$ cat config.mk
export PLATFORM = sky130hd
export DESIGN_NAME = pwm_timebase_ctrl
export DESIGN_NICKNAME = d
export VERILOG_FILES = /design/src/rtl/pwm_timebase_ctrl.sv
export SDC_FILE = /design/constraint.sdc
export NUM_CORES = 1
export LEC_CHECK = 0
export CELL_PAD_IN_SITES_DETAIL_PLACEMENT = 2
export CELL_PAD_IN_SITES_GLOBAL_PLACEMENT = 2
export CORE_ASPECT_RATIO = 0.75
export CORE_MARGIN = 4
export CORE_UTILIZATION = 32
export CTS_BUF_LIST = sky130_fd_sc_hd__clkbuf_2
export CTS_CLUSTER_DIAMETER = 100
export DETAILED_ROUTE_END_ITERATION = 10
export GPL_TIMING_DRIVEN = 0
export MAX_ROUTING_LAYER = met4
export PLACE_DENSITY = 0.81
export SETUP_SLACK_MARGIN = 0.1
export SLEW_MARGIN = 30
export SYNTH_ARGS = -nofsm -noshare
export SYNTH_HDL_FRONTEND = slang
export SYNTH_SLANG_ARGS = --single-unit
export TNS_END_PERCENT = 10
$ cat constraint.sdc
create_clock -name clk -period 3.5 [get_ports clk]
set_clock_uncertainty 0.05 [all_clocks]
set_input_delay 0.525 -clock clk [delete_from_list [all_inputs] [get_ports clk]]
set_output_delay 0.525 -clock clk [all_outputs]
set_load 0.02 [all_outputs]
$ cat src/rtl/pwm_timebase_ctrl.sv
// ---------------------------------------------------------------------------
// pwm_timebase_ctrl
//   Timebase and configuration sequencer for one PWM channel. Holds the
//   prescaled period counter and the active configuration (period,
//   functions, compare1, compare2) that the PWM generator consumes. New
//   configurations are captured into a shadow set while the channel runs.
//   The shadow set is copied to the active set in a single edge at the next
//   counter wrap, so a waveform never runs on a mix of old and new values.
//
// Ports
//   clk, rst_n      peripheral clock, synchronous active-low reset
//   enable          channel run request (level)
//   prescale        counter advances every prescale+1 clk cycles
//   upd_valid/ready config handshake; transfer = upd_valid && upd_ready
//   upd_*           offered period / functions / compare1 / compare2
//   pwm_en          enable to the PWM generator
//   period, functions, compare1, compare2   active configuration
//   count_val       period counter value
//   period_end      1-cycle pulse, counter wrapped to 0
//   upd_done        1-cycle pulse, new configuration became active
// ---------------------------------------------------------------------------
module pwm_timebase_ctrl #(
  parameter int CNT_W   = 16,
  parameter int FUNC_W  = 8,
  parameter int PRESC_W = 8
) (
  input  logic               clk,
  input  logic               rst_n,
  input  logic               enable,
  input  logic [PRESC_W-1:0] prescale,
  input  logic               upd_valid,
  output logic               upd_ready,
  input  logic [CNT_W-1:0]   upd_period,
  input  logic [FUNC_W-1:0]  upd_functions,
  input  logic [CNT_W-1:0]   upd_compare1,
  input  logic [CNT_W-1:0]   upd_compare2,
  output logic               pwm_en,
  output logic [CNT_W-1:0]   period,
  output logic [FUNC_W-1:0]  functions,
  output logic [CNT_W-1:0]   compare1,
  output logic [CNT_W-1:0]   compare2,
  output logic [CNT_W-1:0]   count_val,
  output logic               period_end,
  output logic               upd_done
);

  typedef enum logic [1:0] {
    ST_OFF  = 2'd0,
    ST_RUN  = 2'd1,
    ST_PEND = 2'd2
  } state_t;

  state_t             state;
  logic [PRESC_W-1:0] presc_cnt;
  logic [CNT_W-1:0]   sh_period;
  logic [FUNC_W-1:0]  sh_functions;
  logic [CNT_W-1:0]   sh_compare1;
  logic [CNT_W-1:0]   sh_compare2;

  logic tick;
  logic wrap;
  logic xfer;

  // A prescale value lowered below the running presc_cnt ticks on the next
  // cycle instead of rolling presc_cnt all the way around, so a new prescale
  // takes hold immediately.
  assign tick = (state != ST_OFF) && (presc_cnt >= prescale);
  // The wrap decision always uses the currently active period; a config
  // applied at this wrap only governs the following period.
  assign wrap = tick && (count_val >= period);
  assign xfer = upd_valid && upd_ready;

  // NOTE: every register here is assigned with <= so all updates in one edge
  // see the pre-edge values; that is what makes the shadow->active copy and
  // the counter wrap land atomically in the same cycle.
  always_ff @(posedge clk) begin
    if (!rst_n) begin
      state        <= ST_OFF;
      presc_cnt    <= '0;
      count_val    <= '0;
      pwm_en       <= 1'b0;
      period_end   <= 1'b0;
      upd_done     <= 1'b0;
      upd_ready    <= 1'b1;  // OFF state always accepts a configuration
      period       <= '0;
      functions    <= '0;
      compare1     <= '0;
      compare2     <= '0;
      sh_period    <= '0;
      sh_functions <= '0;
      sh_compare1  <= '0;
      sh_compare2  <= '0;
    end else begin
      period_end <= 1'b0;
      upd_done   <= 1'b0;

      case (state)
        ST_OFF: begin
          presc_cnt <= '0;
          count_val <= '0;
          if (xfer) begin
            period    <= upd_period;
            functions <= upd_functions;
            compare1  <= upd_compare1;
            compare2  <= upd_compare2;
            upd_done  <= 1'b1;
          end
          if (enable) begin
            state  <= ST_RUN;
            pwm_en <= 1'b1;
          end
        end

        ST_RUN, ST_PEND: begin
          if (!enable) begin
            // Stopping never drops a configuration: a pending shadow, or one
            // handed over in this very cycle, becomes active on the way out.
            state     <= ST_OFF;
            pwm_en    <= 1'b0;
            count_val <= '0;
            presc_cnt <= '0;
            upd_ready <= 1'b1;
            if (state == ST_PEND) begin
              period    <= sh_period;
              functions <= sh_functions;
              compare1  <= sh_compare1;
              compare2  <= sh_compare2;
              upd_done  <= 1'b1;
            end else if (xfer) begin
              period    <= upd_period;
              functions <= upd_functions;
              compare1  <= upd_compare1;
              compare2  <= upd_compare2;
              upd_done  <= 1'b1;
            end
          end else begin
            presc_cnt <= tick ? '0 : presc_cnt + 1'b1;
            if (tick) begin
              count_val <= wrap ? '0 : count_val + 1'b1;
            end
            if (wrap) begin
              period_end <= 1'b1;
            end

            if (state == ST_PEND) begin
              if (wrap) begin
                period    <= sh_period;
                functions <= sh_functions;
                compare1  <= sh_compare1;
                compare2  <= sh_compare2;
                upd_done  <= 1'b1;
                upd_ready <= 1'b1;
                state     <= ST_RUN;
              end
            end else if (xfer) begin
              // Captured only; a wrap in this same cycle does not apply it.
              sh_period    <= upd_period;
              sh_functions <= upd_functions;
              sh_compare1  <= upd_compare1;
              sh_compare2  <= upd_compare2;
              upd_ready    <= 1'b0;
              state        <= ST_PEND;
            end
          end
        end

        default: begin
          state     <= ST_OFF;
          pwm_en    <= 1'b0;
          upd_ready <= 1'b1;
        end
      endcase
    end
  end

endmodule

After elaboration in Yosys (flattened, before gate mapping)
Index checks and enable logic that the tools add are counted.
{"block": "word_totals", "ff_bits": 142, "inputBits": 68, "output_inout_bits": 76, "word_cells": 95}
{"block": "op_classes", "addsub": 2, "order_cmp": 2, "n_eq_ne": 9, "muxes": 51, "bitwise_logic": 2, "reduce_logical": 14}
{"op": "$mux W16", "count": 18}
{"op": "$pmux W16 S2", "count": 4}
{"op": "$mux W8", "count": 7}
{"op": "$pmux W8 S2", "count": 2}
{"op": "$add A16 B1 Y16 const B", "count": 1}
{"op": "$ge A16 B16 Y1", "count": 1}
{"op": "$reduce_and A3 Y1", "count": 4}
{"op": "$mux W1", "count": 11}
{"op": "$mux W2", "count": 5}
{"op": "$ne A3 B3 Y1 const B", "count": 3}
{"op": "$add A8 B1 Y8 const B", "count": 1}
{"op": "$ge A8 B8 Y1", "count": 1}
{"op": "$ne A4 B4 Y1 const B", "count": 2}
{"op": "$pmux W1 S2", "count": 3}
{"op": "$ne A2 B2 Y1 const B", "count": 2}
{"op": "$pmux W2 S2", "count": 1}
{"op": "$reduce_and A2 Y1", "count": 2}
{"op": "$reduce_and A4 Y1", "count": 1}
{"op": "$reduce_bool A2 Y1", "count": 2}
{"op": "$logic_and A1 B1 Y1", "count": 3}
{"op": "$eq A2 B1 Y1 const B", "count": 1}
{"op": "$eq A2 B2 Y1 const B", "count": 1}
{"op": "$logic_not A2 Y1", "count": 1}
{"op": "$not A1 Y1", "count": 2}
{"op": "$reduce_or A2 Y1", "count": 1}

Longest topological paths before layout
{"block": "logic_depth", "ltp_word": 7, "depth_mapped": 11, "depth_no_buf": 9}

Worst setup path after synthesis
OpenSTA, ideal clock, no wires.
{"block": "synth_path", "path_type": "input -> register", "from": "input port prescale[0]", "to": "register compare1[0]", "setup_ns": 0.124, "t_arrival_ns": 2.474, "required_ns": 3.326, "slack_ns": 0.852, "stages": 10, "path_buffers": 2, "path_cell_list": "ha_1 -> nand2b_4 -> a2111o_1 -> a221oi_4 -> nor2_4 -> o211a_4 -> buf_12 -> buf_12 -> o2111ai_2 -> o21ai_2"}
{"block": "synth_via", "elab_chain_len": 5}
{"element": "start, declared", "line": "30", "source": "input logic [PRESC_W-1:0] prescale,"}
{"element": "$ge A8 B8 Y1", "line": "67", "source": "assign tick = (state != ST_OFF) && (presc_cnt >= prescale);"}
{"element": "$logic_and A1 B1 Y1", "line": "67"}
{"element": "$logic_and A1 B1 Y1", "line": "70", "source": "assign wrap = tick && (count_val >= period);"}
{"element": "$ne A3 B3 Y1 (no source line)"}
{"element": "$reduce_and A3 Y1 (no source line)"}
{"element": "end signal, assigned", "line": "104", "source": "compare1 <= upd_compare1;"}
{"element": "end signal, assigned", "line": "126", "source": "compare1 <= sh_compare1;"}
{"element": "end signal, assigned", "line": "132", "source": "compare1 <= upd_compare1;"}
{"element": "end, declared", "line": "40", "source": "output logic [CNT_W-1:0] compare1,"}
No other way between the ends.
A chain may end at the register's enable or synchronous reset.

Final worst setup path
{"block": "layout_path", "from": "register state[0]", "to": "register sh_period[15]"}
{"block": "layout_via", "elab_chain_len": 3, "word_cells_on_any_way": 5}
{"element": "start, declared", "line": "53", "source": "state_t state;"}
{"element": "start signal, assigned", "line": "78", "source": "state <= ST_OFF;"}
{"element": "start signal, assigned", "line": "109", "source": "state <= ST_RUN;"}
{"element": "start signal, assigned", "line": "118", "source": "state <= ST_OFF;"}
{"element": "$eq A2 B2 Y1 / $eq A2 B1 Y1 (equally long branches)", "line": "97, 145"}
{"element": "$reduce_or A2 Y1 / $not A1 Y1 (equally long branches)"}
{"element": "$reduce_and A4 Y1 (no source line) *"}
{"element": "end signal, assigned", "line": "157", "source": "sh_period <= upd_period;"}
{"element": "end, declared", "line": "55", "source": "logic [CNT_W-1:0] sh_period;"}
Every way passes the cells marked *; elsewhere a longest branch is shown, timed or not.

==> reports/qor.yml <==
synth:
  yosys_register_bits: 142
  synthesis.area_um2: 8080
  avgSynthCellArea_um2: 8.38
  synth_edf_count: 0
  synth_flop_cell: "dfxtp_1"
  ys_types: 54
  synth_nets: 1063
  syn_inst: 964
  synth-async-reset-ratio_pct: 0
  yosys_warnings: 0
  ys_seq_area_share_pct: 35.2
worst_setup_path:
  worstSetupStartpointType: "register"
  cp-end-kind: "register"
  cp_max_fo: 10
  reg2reg_depth: 8
  cp.arrival_ns: 3.69
  rrSetupSlack_ns: 0.47
  path_class: "reg -> reg"
  r2r-end: "sh_period[15]"
  r2r_start: "state[0]"
  crit_required_ns: 4.16
timing:
  finalHoldViolCount: 0
  finalCriticalPeriod_ns: 3.03
  setup_viol_count_final: 0
  fmax_ghz: 0.330
  finalCritPeriodShare_pct: 86.6
  rsz0062_at_grt: "no"
  maxSlewViolCount: 0
  slew_headroom_pct: 41.3
  timing.setup.tns_ns: 0
  worst_slack_ns: 0.468
  worst_pin_slew_ns: 0.880
global_routing:
  grt_busiest_layer: "met2"
  grt_overflow: 0
  grt_use_met1_pct: 31.7
  grt_max_degree: 17
  grt_usage_pct: 22.6
  grt_pass1_wl_um: 48500
  antenna_found_initial: 2
  gr-usage-met2_pct: 34.7
  grt_pass1_vias: 8452
  grt.met3_usage_pct: 3.65
finish:
  multiInputGateArea_um2: 4590
  final_util_pct: 40.8
  fin_nets: 1223
  syn_to_final_growth_pct: 25.8
  regArea_um2: 2840
  fill_cells: 2857
  layout-drive-gt1-share_pct: 15.1
cts:
  cts_tree: "built"
  clk_latency_ns: 0.77
  clk_path_buf_depth: 2
  cts_root_buf: "clkbuf_2"
  hold_buffers: 0
  numCtsBuffers: 17
  htreeDepth: 4
  clkTransAtPathRegs_ns: 0.24
  clkSinkCount: 142
routing:
  first_pass_iters: 5
  drt_iter0_markers: 397
  drc: 0
  routed_via_density: 5.25
  drt-total-wl_um: 30400
  wl_per_cell_um: 20.6
  ant_nets: 0
  vias: 7756
die:
  core_area_um2: 24900
  initial_core_util_pct: 32.4
  die_w_um: 191
  num_rows: 50
  die_h_um: 146
  pin_count: 144
  die-area_um2: 27900
pwr:
  switching_share_pct: 40.9
  vdd_drop_max_uv: 234
  pwr-share-comb_pct: 39.2
  p_leak_nw: 3.63
  pwr-share-seq_pct: 39.5
  intPower_mw: 2.94
  switching_power_mw: 2.04
  clkPwrFrac_pct: 21.3
  cellPowerDensity_nw_per_um2: 490
hold_path:
  hold_depth: 3
  min_path_type: "in -> reg"
  min_from: "enable"
  min_to: "state[0]"
placed_design:
  gp_congestion: 0.799
  port_buffers: 141
  hpwl_um: 22800
  place_ws_ns: 0.181
outcome:
  outcome: "finished clean"
job:
  drv_cap: 0
==> area by class of cell <==
| type | count | share of cell area [%] |
|---|---|---|
| Antenna cell | 2 | 0.0492 |
| Buffer | 81 | 5.22 |
| Clock buffer | 17 | 0.837 |
| Clock inverter | 15 | 1.59 |
| Inverter | 31 | 1.14 |
| Multi-Input combinational cell | 710 | 45.2 |
| Sequential cell | 142 | 28.0 |
| Tap cell | 338 | 4.16 |
| Timing Repair Buffer | 141 | 13.9 |
==> worst max-delay path: stages (launching register included) <==
cell      delay, ns
dfxtp_1        0.49
inv_1          0.12
ha_1           0.46
nand2_1        0.22
nor3_1         0.41
clkbuf_1       0.40
clkbuf_1       0.52
nand2_1        0.12
a21boi_0       0.17
==> layer usage <==
metal | routed length [um] | share of wire, % | up-vias
met5 | 0 | 0 | -
met3 | 989 | 3.3 | 21
met1 | 15400 | 51 | 3911
met4 | 305 | 1.0 | 0
met2 | 13700 | 45 | 144
li1 | - | - | 3680
==> power groups by stage <==
stage          logic (mW)  registers (mW)  clock network, mW
6_report             1.95            1.96               1.06
5_1_grt              2.11            1.99               1.17
4_1_cts              1.97            1.97               1.09
3_5_place_dp         1.95            2.00                  0
3_3_place_gp         1.91            1.99                  0
2_1_floorplan        1.09            2.11                  0
==> cell families after synthesis <==
logic type / count (synthesis) / synth area share, %
AND/OR/NAND/NOR: 443 / 24.2
AO/OA/AOI/OAI: 215 / 25.5
buffers and inverters: 112 / 7.99
XOR/XNOR: 20 / 2.17
adder cells (fa/ha/maj): 31 / 4.80
flip-flops: 142 / 35.2
multiplexers: 1 / 0.124
==> Yosys cell counts, types with 2 or more instances <==
cell type	number	area, um2
a21oi_1	17	85.1
a21boi_0	57	428
buf_12	9	180
dfxtp_1	142	2840
ha_1	31	388
clkbuf_2	3	15.0
o21ai_1	3	15.0
o2111ai_2	54	811
nand3_1	124	621
o21ai_2	56	490
xnor2_1	5	43.8
and3_1	6	37.5
buf_1	5	18.8
buf_2	6	30.0
nand4_1	4	25.0
bufbuf_16	2	65.1
and2_1	5	31.3
nand3_2	2	20.0
clkbuf_1	55	206
o21ai_0	10	50.1
nand2_1	253	950
inv_1	31	116
o2111ai_1	2	17.5
nor3_1	3	15.0
xor2_1	15	131
nor2b_1	5	31.3
and4_1	2	17.5
nor2_1	30	113
o21a_1	2	15.0
==> placed cells by master, fill, tap and decap left out, types with 2 or more instances in the layout <==
| cell type | Yosys | final |
|---|---|---|
| and4_1 | 2 | 2 |
| clkbuf_1 | 55 | 54 |
| nand4_1 | 4 | 4 |
| xor2_1 | 15 | 15 |
| o2111ai_1 | 2 | 2 |
| nor3_1 | 3 | 3 |
| nand3_2 | 2 | 2 |
| xnor2_1 | 5 | 5 |
| bufbuf_16 | 2 | 2 |
| o21ai_1 | 3 | 3 |
| o21ai_2 | 56 | 56 |
| ha_1 | 31 | 31 |
| bufinv_16 | 0 | 2 |
| a21boi_0 | 57 | 57 |
| dfxtp_1 | 142 | 142 |
| clkdlybuf4s50_1 | 0 | 141 |
| a21oi_1 | 17 | 17 |
| buf_1 | 5 | 5 |
| nor2b_1 | 5 | 5 |
| nor2_1 | 30 | 30 |
| and2_1 | 5 | 5 |
| inv_6 | 0 | 3 |
| nand2_1 | 253 | 253 |
| buf_2 | 6 | 6 |
| nand3_1 | 124 | 124 |
| clkinv_4 | 0 | 5 |
| o21ai_0 | 10 | 10 |
| and3_1 | 6 | 6 |
| o21a_1 | 2 | 2 |
| buf_12 | 9 | 9 |
| diode_2 | 0 | 2 |
| o2111ai_2 | 54 | 54 |
| clkinv_1 | 0 | 2 |
| inv_1 | 31 | 31 |
| clkbuf_2 | 3 | 21 |
==> per-stage QoR <==
| step | instance area [um2] | power (mW) | cells | hold WS, ns |
|---|---|---|---|---|
| after floorplan | 8080 | 3.20 | 964 | 0.393 |
| after global placement | 9910 | 3.90 | 1443 | 0.409 |
| after detailed placement | 9910 | 3.95 | 1443 | 0.422 |
| after CTS | 10200 | 5.02 | 1475 | 0.159 |
| after global routing | 10200 | 5.27 | 1477 | 0.141 |
| final | 10200 | 4.98 | 1477 | 0.237 |
==> state kept, by name (all words and copies together) (netlist names) <==
register	cells
sh_period	16
upd_done	1
pwm_en	1
period	16
count_val	16
upd_ready	1
sh_compare1	16
compare1	16
sh_compare2	16
presc_cnt	8
functions	8
compare2	16
sh_functions	8
state	2
period_end	1
==> timing repair <==
| action | 4_1_cts | 5_1_grt |
|---|---|---|
| gates resized for setup | 0 | 2 |
| setup endpoints to repair | 0 | 1 |
| buffers inserted | 0 | 0 |
==> worst max path at each step <==
stage | start | endpoint | slack [ns]
4_1_cts | state[0] | sh_period[3] | 0.33
3_3_place_gp | prescale[0] | count_val[10] | 0.23
6_report | state[0] | sh_period[15] | 0.47
3_5_place_dp | prescale[0] | count_val[9] | 0.18
5_1_grt | state[0] | sh_period[14] | 0.10
2_1_floorplan | prescale[0] | compare1[0] | 0.85
(Power assumes the default switching activity.)
